**config.mk**
```make
export PLATFORM = sky130hd
export DESIGN_NAME = team_turn_scheduler_flat
export DESIGN_NICKNAME = d
export VERILOG_FILES = /design/src/rtl/team_turn_scheduler_if.sv /design/src/rtl/team_turn_scheduler.sv /design/src/flat_wrapper.sv
export SDC_FILE = /design/constraint.sdc
export NUM_CORES = 1
export LEC_CHECK = 0
export ABC_CLOCK_PERIOD_IN_PS = 2290
export CAP_MARGIN = 0
export CORE_MARGIN = 2
export CORE_UTILIZATION = 40
export DETAILED_ROUTE_END_ITERATION = 10
export PLACE_DENSITY = 0.73
export SKIP_CTS_REPAIR_TIMING = 1
export SYNTH_ARGS = -nofsm -noshare
export SYNTH_HDL_FRONTEND = slang
export SYNTH_SLANG_ARGS = --single-unit
```
**constraint.sdc**
```tcl
create_clock -name clk -period 2.29 [get_ports clk]
set_input_delay 0.458 -clock clk [delete_from_list [all_inputs] [get_ports clk]]
set_output_delay 0.458 -clock clk [all_outputs]
set_load 0.05 [all_outputs]
```
**src/rtl/team_turn_scheduler_if.sv**
```systemverilog
// Match-control bus between the per-life status controller side and the
// team turn scheduler.
//   master : drives game_status, eat_pulse, clear_match; observes results
//   slave  : the scheduler; consumes status/events, drives team, round,
//            scores, time_up, game_complete and winner
interface team_turn_scheduler_if #(
  parameter int unsigned SCORE_W = 8
);
  logic [1:0]         game_status;   // 00 RESTART, 01 START, 10 PLAY, 11 DIE
  logic               eat_pulse;
  logic               clear_match;
  logic               active_team;   // 0 = team A, 1 = team B
  logic [7:0]         round_idx;
  logic [SCORE_W-1:0] score_a;
  logic [SCORE_W-1:0] score_b;
  logic               time_up;
  logic               game_complete;
  logic [1:0]         winner;        // 01 A, 10 B, 11 tie, 00 not finished

  modport master (
    output game_status, eat_pulse, clear_match,
    input  active_team, round_idx, score_a, score_b, time_up,
           game_complete, winner
  );

  modport slave (
    input  game_status, eat_pulse, clear_match,
    output active_team, round_idx, score_a, score_b, time_up,
           game_complete, winner
  );
endinterface

```
**src/rtl/team_turn_scheduler.sv**
```systemverilog
// Match-level controller for the two-team snake game.
// Watches the per-life status sequence, alternates teams A/B over
// ROUNDS_PER_TEAM rounds, limits each turn to TURN_CYCLES PLAY cycles
// (signalling expiry with a one-cycle time_up), accumulates saturating
// scores and reports game_complete/winner once every turn has been played.
// Ports:
//   clk  : system clock
//   rst  : synchronous active-high reset
//   bus  : team_turn_scheduler_if.slave (status/events in, match state out)
// All outputs are registered.
module team_turn_scheduler #(
  parameter int unsigned ROUNDS_PER_TEAM = 2,
  parameter int unsigned TURN_CYCLES     = 1_500_000_000,
  parameter int unsigned SCORE_W         = 8
) (
  input  logic                   clk,
  input  logic                   rst,
  team_turn_scheduler_if.slave   bus
);

  localparam logic [1:0]  ST_RESTART = 2'b00;
  localparam logic [1:0]  ST_PLAY    = 2'b10;
  localparam logic [1:0]  ST_DIE     = 2'b11;
  localparam logic [31:0] TIMER_LOAD = 32'(TURN_CYCLES - 1);
  localparam logic [7:0]  LAST_ROUND = 8'(ROUNDS_PER_TEAM - 1);

  typedef enum logic [1:0] {
    S_WAIT,
    S_RUN,
    S_END,
    S_DONE
  } state_t;

  state_t             state;
  logic [31:0]        timer;
  logic               active_team;
  logic [7:0]         round_idx;
  logic [SCORE_W-1:0] score_a;
  logic [SCORE_W-1:0] score_b;
  logic               time_up;
  logic               game_complete;
  logic [1:0]         winner;
  logic [1:0]         final_winner;

  // Scores are frozen from END onward, so the comparison taken on the
  // final END->DONE transition already reflects the final result.
  always_comb begin
    final_winner = 2'b11;
    if (score_a > score_b)
      final_winner = 2'b01;
    else if (score_b > score_a)
      final_winner = 2'b10;
  end

  always_ff @(posedge clk) begin
    if (rst || bus.clear_match) begin
      state         <= S_WAIT;
      timer         <= '0;
      active_team   <= 1'b0;
      round_idx     <= '0;
      score_a       <= '0;
      score_b       <= '0;
      time_up       <= 1'b0;
      game_complete <= 1'b0;
      winner        <= 2'b00;
    end else begin
      time_up <= 1'b0;
      case (state)
        S_WAIT: begin
          if (bus.game_status == ST_PLAY) begin
            timer <= TIMER_LOAD;
            state <= S_RUN;
          end
        end

        S_RUN: begin
          // A food eaten on the exit cycle still counts.
          if (bus.eat_pulse) begin
            if (!active_team) begin
              if (score_a != '1)
                score_a <= score_a + 1'b1;
            end else begin
              if (score_b != '1)
                score_b <= score_b + 1'b1;
            end
          end
          if (bus.game_status == ST_DIE) begin
            state <= S_END;
          end else if (timer == '0) begin
            time_up <= 1'b1;
            state   <= S_END;
          end else begin
            timer <= timer - 1'b1;
          end
        end

        S_END: begin
          // Leaving END on the first RESTART lets the remaining RESTART
          // cycles be absorbed by WAIT, so a long RESTART advances once.
          if (bus.game_status == ST_RESTART) begin
            if (!active_team) begin
              active_team <= 1'b1;
              state       <= S_WAIT;
            end else if (round_idx < LAST_ROUND) begin
              active_team <= 1'b0;
              round_idx   <= round_idx + 1'b1;
              state       <= S_WAIT;
            end else begin
              game_complete <= 1'b1;
              winner        <= final_winner;
              state         <= S_DONE;
            end
          end
        end

        S_DONE: begin
          game_complete <= 1'b1;
        end

        default: state <= S_WAIT;
      endcase
    end
  end

  assign bus.active_team   = active_team;
  assign bus.round_idx     = round_idx;
  assign bus.score_a       = score_a;
  assign bus.score_b       = score_b;
  assign bus.time_up       = time_up;
  assign bus.game_complete = game_complete;
  assign bus.winner        = winner;

endmodule

```
**src/flat_wrapper.sv**
```systemverilog
// flat-port wrapper written by rule: the top's interface ports become plain ports
module team_turn_scheduler_flat 
#(
  parameter int unsigned ROUNDS_PER_TEAM = 2,
  parameter int unsigned TURN_CYCLES     = 1_500_000_000,
  parameter int unsigned SCORE_W         = 8
)
  (clk, rst, bus_game_status, bus_eat_pulse, bus_clear_match, bus_active_team, bus_round_idx, bus_score_a, bus_score_b, bus_time_up, bus_game_complete, bus_winner);
  team_turn_scheduler_if #(.SCORE_W(SCORE_W)) bus_i ();
  input  logic clk;
  input  logic rst;
  input wire logic [$bits(bus_i.game_status)-1:0] bus_game_status;
  input wire logic [$bits(bus_i.eat_pulse)-1:0] bus_eat_pulse;
  input wire logic [$bits(bus_i.clear_match)-1:0] bus_clear_match;
  output wire logic [$bits(bus_i.active_team)-1:0] bus_active_team;
  output wire logic [$bits(bus_i.round_idx)-1:0] bus_round_idx;
  output wire logic [$bits(bus_i.score_a)-1:0] bus_score_a;
  output wire logic [$bits(bus_i.score_b)-1:0] bus_score_b;
  output wire logic [$bits(bus_i.time_up)-1:0] bus_time_up;
  output wire logic [$bits(bus_i.game_complete)-1:0] bus_game_complete;
  output wire logic [$bits(bus_i.winner)-1:0] bus_winner;
  assign bus_i.game_status = bus_game_status;
  assign bus_i.eat_pulse = bus_eat_pulse;
  assign bus_i.clear_match = bus_clear_match;
  assign bus_active_team = bus_i.active_team;
  assign bus_round_idx = bus_i.round_idx;
  assign bus_score_a = bus_i.score_a;
  assign bus_score_b = bus_i.score_b;
  assign bus_time_up = bus_i.time_up;
  assign bus_game_complete = bus_i.game_complete;
  assign bus_winner = bus_i.winner;
  team_turn_scheduler #(.ROUNDS_PER_TEAM(ROUNDS_PER_TEAM), .TURN_CYCLES(TURN_CYCLES), .SCORE_W(SCORE_W)) u_core (.clk(clk), .rst(rst), .bus(bus_i));
endmodule
```
**Word level (Yosys, flattened, before mapping)**

Index checks and enable logic that the tools add are counted.
Widths: inputs -> output; s select.

- Bits in registers: 63
- Output and inout bits: 29

- $add $sub $neg: 4
- $lt $le $gt $ge: 3
- Equal/unequal tests: 14
- Mux-type cells: 20
- Bitwise gates (word level): 3
- Reductions and logical operators: 16

Operators with widths:

| cell | count |
|---|---|
| $mux 32 | 3 |
| $pmux 32 s2 | 1 |
| $logic_not 32->1 | 1 |
| $sub 32x1->32 const B | 1 |
| $reduce_and 4->1 | 7 |
| $add 8x1->8 const B | 3 |
| $gt 8x8->1 | 2 |
| $ne 8x8->1 const B | 2 |
| $mux 2 | 7 |
| $eq 2x2->1 const B | 4 |
| $lt 8x1->1 const B | 1 |
| $mux 1 | 7 |
| $ne 2x1->1 const B | 3 |
| $ne 2x2->1 const B | 3 |
| $pmux 2 s3 | 1 |
| $logic_not 2->1 | 2 |
| $reduce_bool 2->1 | 2 |
| $ne 3x1->1 const B | 1 |
| $not 1->1 | 3 |
| $reduce_bool 3->1 | 1 |
| $reduce_or 3->1 | 1 |
| $eq 2x1->1 const B | 1 |
| $pmux 1 s2 | 1 |
| $reduce_and 2->1 | 1 |
| $logic_or 1x1->1 | 1 |

**Longest topological paths before layout**

- Word-level depth: 5
- Depth in mapped cells: 9
- Depth with buffers taken out: 7

**Worst setup path before layout**

Ideal clock, no wire load.

- Kind: reg2reg
- Start point: register u_core.timer[13]
- End point: register u_core.timer[26]
- Arrival time: 2.439 ns
- Required time: 2.220 ns
- Slack: -0.219 ns
- Cell stages (with the launch flop): 8
- Buffers on the path: 2
- Clock period less this slack: 2.509 ns
- Path through: dfxtp_1 -> or4_1 -> clkbuf_2 -> or4_4 -> a211o_1 -> buf_6 -> or4_1 -> a21oi_1

- Longest elaborated chain between the ends: 4
- Elaborated cells on any way between the ends: 7

RTL lines:

| element | line | RTL |
|---|---|---|
| start: declaration | team_turn_scheduler.sv:35 | `logic [31:0] timer;` |
| start signal: assignment | team_turn_scheduler.sv:93 | `timer <= timer - 1'b1;` |
| $sub 32x1->32 | team_turn_scheduler.sv:93 |  |
| $mux 32 | team_turn_scheduler.sv:89 | `end else if (timer == '0) begin` |
| $mux 32 | team_turn_scheduler.sv:87 | `if (bus.game_status == ST_DIE) begin` |
| $pmux 32 s2 | team_turn_scheduler.sv:68 | `case (state)` |

Parallel ways exist; a longest one is shown, timed or not. The select of a mux whose other input is x is not followed.
A chain may end at the register's enable or synchronous reset.

**Worst setup path in the final report**

- Start point: register u_core.timer[9]
- End point: register u_core.timer[31]

The elaborated chain is that of the path after synthesis.

==> reports/qor.csv <==
metric;value;unit
post-synthesis simple-gate area fraction;24.2;%
Max-Cap Viols;0;
clk slew on worst S/H paths;0.06;ns
Synth Flop Type;dfxtp_1;
ANT nets after route;0;
yosys warns;0;
Routability Congestion;0.942;
Max Root-Sink Buffers;2;
failing checks;negative setup slack;
Pwr Total;2.62;mW
Area Growth Syn to Fin;36.9;%
largest family of logic cells by synthesized area;simple AND/OR/NAND/NOR gates;
Leak;1.67;nW
initial antenna violation count;0;
WL per Instance;15.1;µm
Yosys cell types;53;
first drt pass iteration count;4;
commonest non-fill, non-tap cell in the layout;dfxtp_1;
Chip Width;94.1;µm
status;complete, but fails checks;
post-synthesis compound-gate area fraction;19.1;%
critical path buffer and inverter count;1;
dpl cells;549;
CTS Root Cell;clkbuf_8;
vias in the first global route;2981;
CP Launch Type;flop;
terminus of the critical flop-to-flop path;u_core.timer[31];
CP delay by family, top;simple AND/OR/NAND/NOR gates;
mux cell area share after synthesis;1.23;%
largest net degree at the start of global routing;19;
post-detail-place hpwl;6060;µm
Synth Cell Area;3250;µm²
antenna cell count;0;
total CTS buffers;9;
PwrDens;589;nW/µm²
io pins;35;
Post-Place Cell Area;4090;µm²
total gr overflow;0;
clk_lat worst skew;0.34;ns
critical register-to-register path startpoint;u_core.timer[9];
Worst Path Arrival;2.66;ns
worst setup path start;u_core.timer[9];
measured slew at the worst slew-check pin;0.859;ns
nature of the critical path endpoint;flop;
Core Region;7810;µm²
setup_tns;-0.837;ns
# rows;32;
Fmax;419;MHz
Nets;484;
Setup Skew;0.00463;ns
Starting Density;41.6;%
clock sinks;63;
CP required;2.57;ns
die footprint;8860;µm²
# setup viols final;13;
Critical Path End;u_core.timer[31];
syn_area_per_cell;8.69;µm²
Die Span Y;94.1;µm
Async S/R FF share, synth;0;%
via density per instance;5.51;
max incr delay on CP;0.62;ns
RSZ-0062 raised after global routing;true;
initial drt markers;139;
DR DRC count;0;
CTS tree;built;
H-tree Lvls;3;
fin worst setup slack;-0.0963;ns
Seq/Total Area, Yosys;38.8;%
fraction of layout cells with a size suffix above 1;24.5;%
XOR/XNOR share of the synthesized area;5.12;%
crit path cell chain;or4_4 -> nor4b_4 -> o311ai_4 -> buf_6 -> or4b_2 -> a21oi_1;
Synth Register Bits;63;
Rel. slew slack;42.1;%
Final Critical Period;2.39;ns
Design Area, Final;4450;µm²
DRT Wirelength;8560;µm
most frequent cells in the layout;dfxtp_1, buf_4, clkdlybuf4s50_1, nor2_1, a21oi_1;
Hold Crit Class;flop to flop;
peak supply drop;0.413;mV
Slew Viols, Final;0;
syn nets;398;
first-pass GRT wire length;13800;µm
Layout Cells excl Fill;567;
worst hold margin;0.477;ns
FF-to-FF path depth;6;
fin crit share;104;%
dpl ws;-0.135;ns
Cells after Synth;374;
GRT Util Overall;19.6;%
final hold vios;0;
Worst path depth;6;
DR vias;3126;
IO buf count;34;
slowest CP cell;or4b_2;
crit path max fanout;6;
adder-cell share of the synthesized area;6.93;%
Worst R2R Setup Slack;-0.1;ns
number of synthesized flops with an enable pin;0;
Util after Layout;57.0;%
WS Path Type;flop to flop;
power breakdown:
group | leakage [nW] | total (mW) | internal, mW | switching (mW)
combinational | 1.08 | 0.674 | 0.331 | 0.343
sequential | 0.512 | 1.15 | 1.13 | 0.0258
clock | 0.0757 | 0.793 | 0.394 | 0.400
total | 1.67 | 2.62 | 1.85 | 0.769
worst reg2reg max path, stage by stage (launching register included):
cell	delay, ns
dfxtp_2	0.33
or4_4	0.58
nor4b_4	0.33
o311ai_4	0.15
buf_6	0.16
or4b_2	0.62
a21oi_1	0.15
how the worst min path moves through the flow:
| stage | from | endpoint | cells after the start |
|---|---|---|---|
| final | u_core.timer[31] | u_core.timer[31] | 2 |
| after global routing | u_core.timer[31] | u_core.timer[31] | 2 |
| after CTS | u_core.timer[31] | u_core.timer[31] | 2 |
| after detailed placement | u_core.timer[7] | u_core.timer[7] | 1 |
| after global placement | u_core.timer[18] | u_core.timer[18] | 2 |
| after floorplan | u_core.timer[11] | u_core.timer[11] | 1 |
synth_stat cells, drive strengths merged (3+ instances only):
master / n / area (µm²)
dfxtp: 63 / 1260
o41ai: 3 / 26.3
or2: 5 / 31.3
o21ai: 15 / 75.1
a311oi: 9 / 78.8
a21oi: 32 / 160
or3: 14 / 87.6
nand4: 4 / 25.0
nand2: 12 / 45.0
o31ai: 6 / 45.0
nor4: 11 / 75.1
or4: 10 / 78.8
ha: 18 / 225
nor2: 33 / 124
and2: 6 / 37.5
xnor2: 17 / 149
nand3: 7 / 35.0
a21o: 3 / 22.5
inv: 19 / 71.3
nor3: 18 / 90.1
mux2i: 4 / 40.0
nand2b: 8 / 50.1
a31oi: 7 / 43.8
clkbuf: 16 / 61.3
state kept, by name, summed over array words and instances, names as in the netlist, 2 cells and up:
signal	count
u_core.bus.round_idx	8
u_core.bus.score_a	8
u_core.bus.score_b	8
u_core.bus.winner	2
u_core.state	2
u_core.timer	32
cell type report:
cell class              count  area [µm²]
well taps                 102         128
clock inverters             1        5.00
flip-flops and latches     63        1270
repair buffers             92         812
clock buffers              15         146
inverters                  19        71.3
multi-input cells         275        2020
fillers                   690        3360
per-layer routing:
layer	up-vias	part of all wire, %	track usage, %
met5	-	0	0
met4	0	2.9	8.21
met3	21	3.7	3.93
met2	70	48	31.8
met1	1475	45	25.4
li1	1560	-	-
logic make-up after synthesis:
| logic type | count (synthesis) |
|---|---|
| muxes | 4 |
| buffers and inverters | 37 |
| and+or+nand+nor | 141 |
| xor gates and xnor gates | 19 |
| adders and majority gates | 18 |
| DFF | 63 |
| AOI/OAI and AO/OA | 92 |
Note: power is estimated with default switching activity, not from simulation.
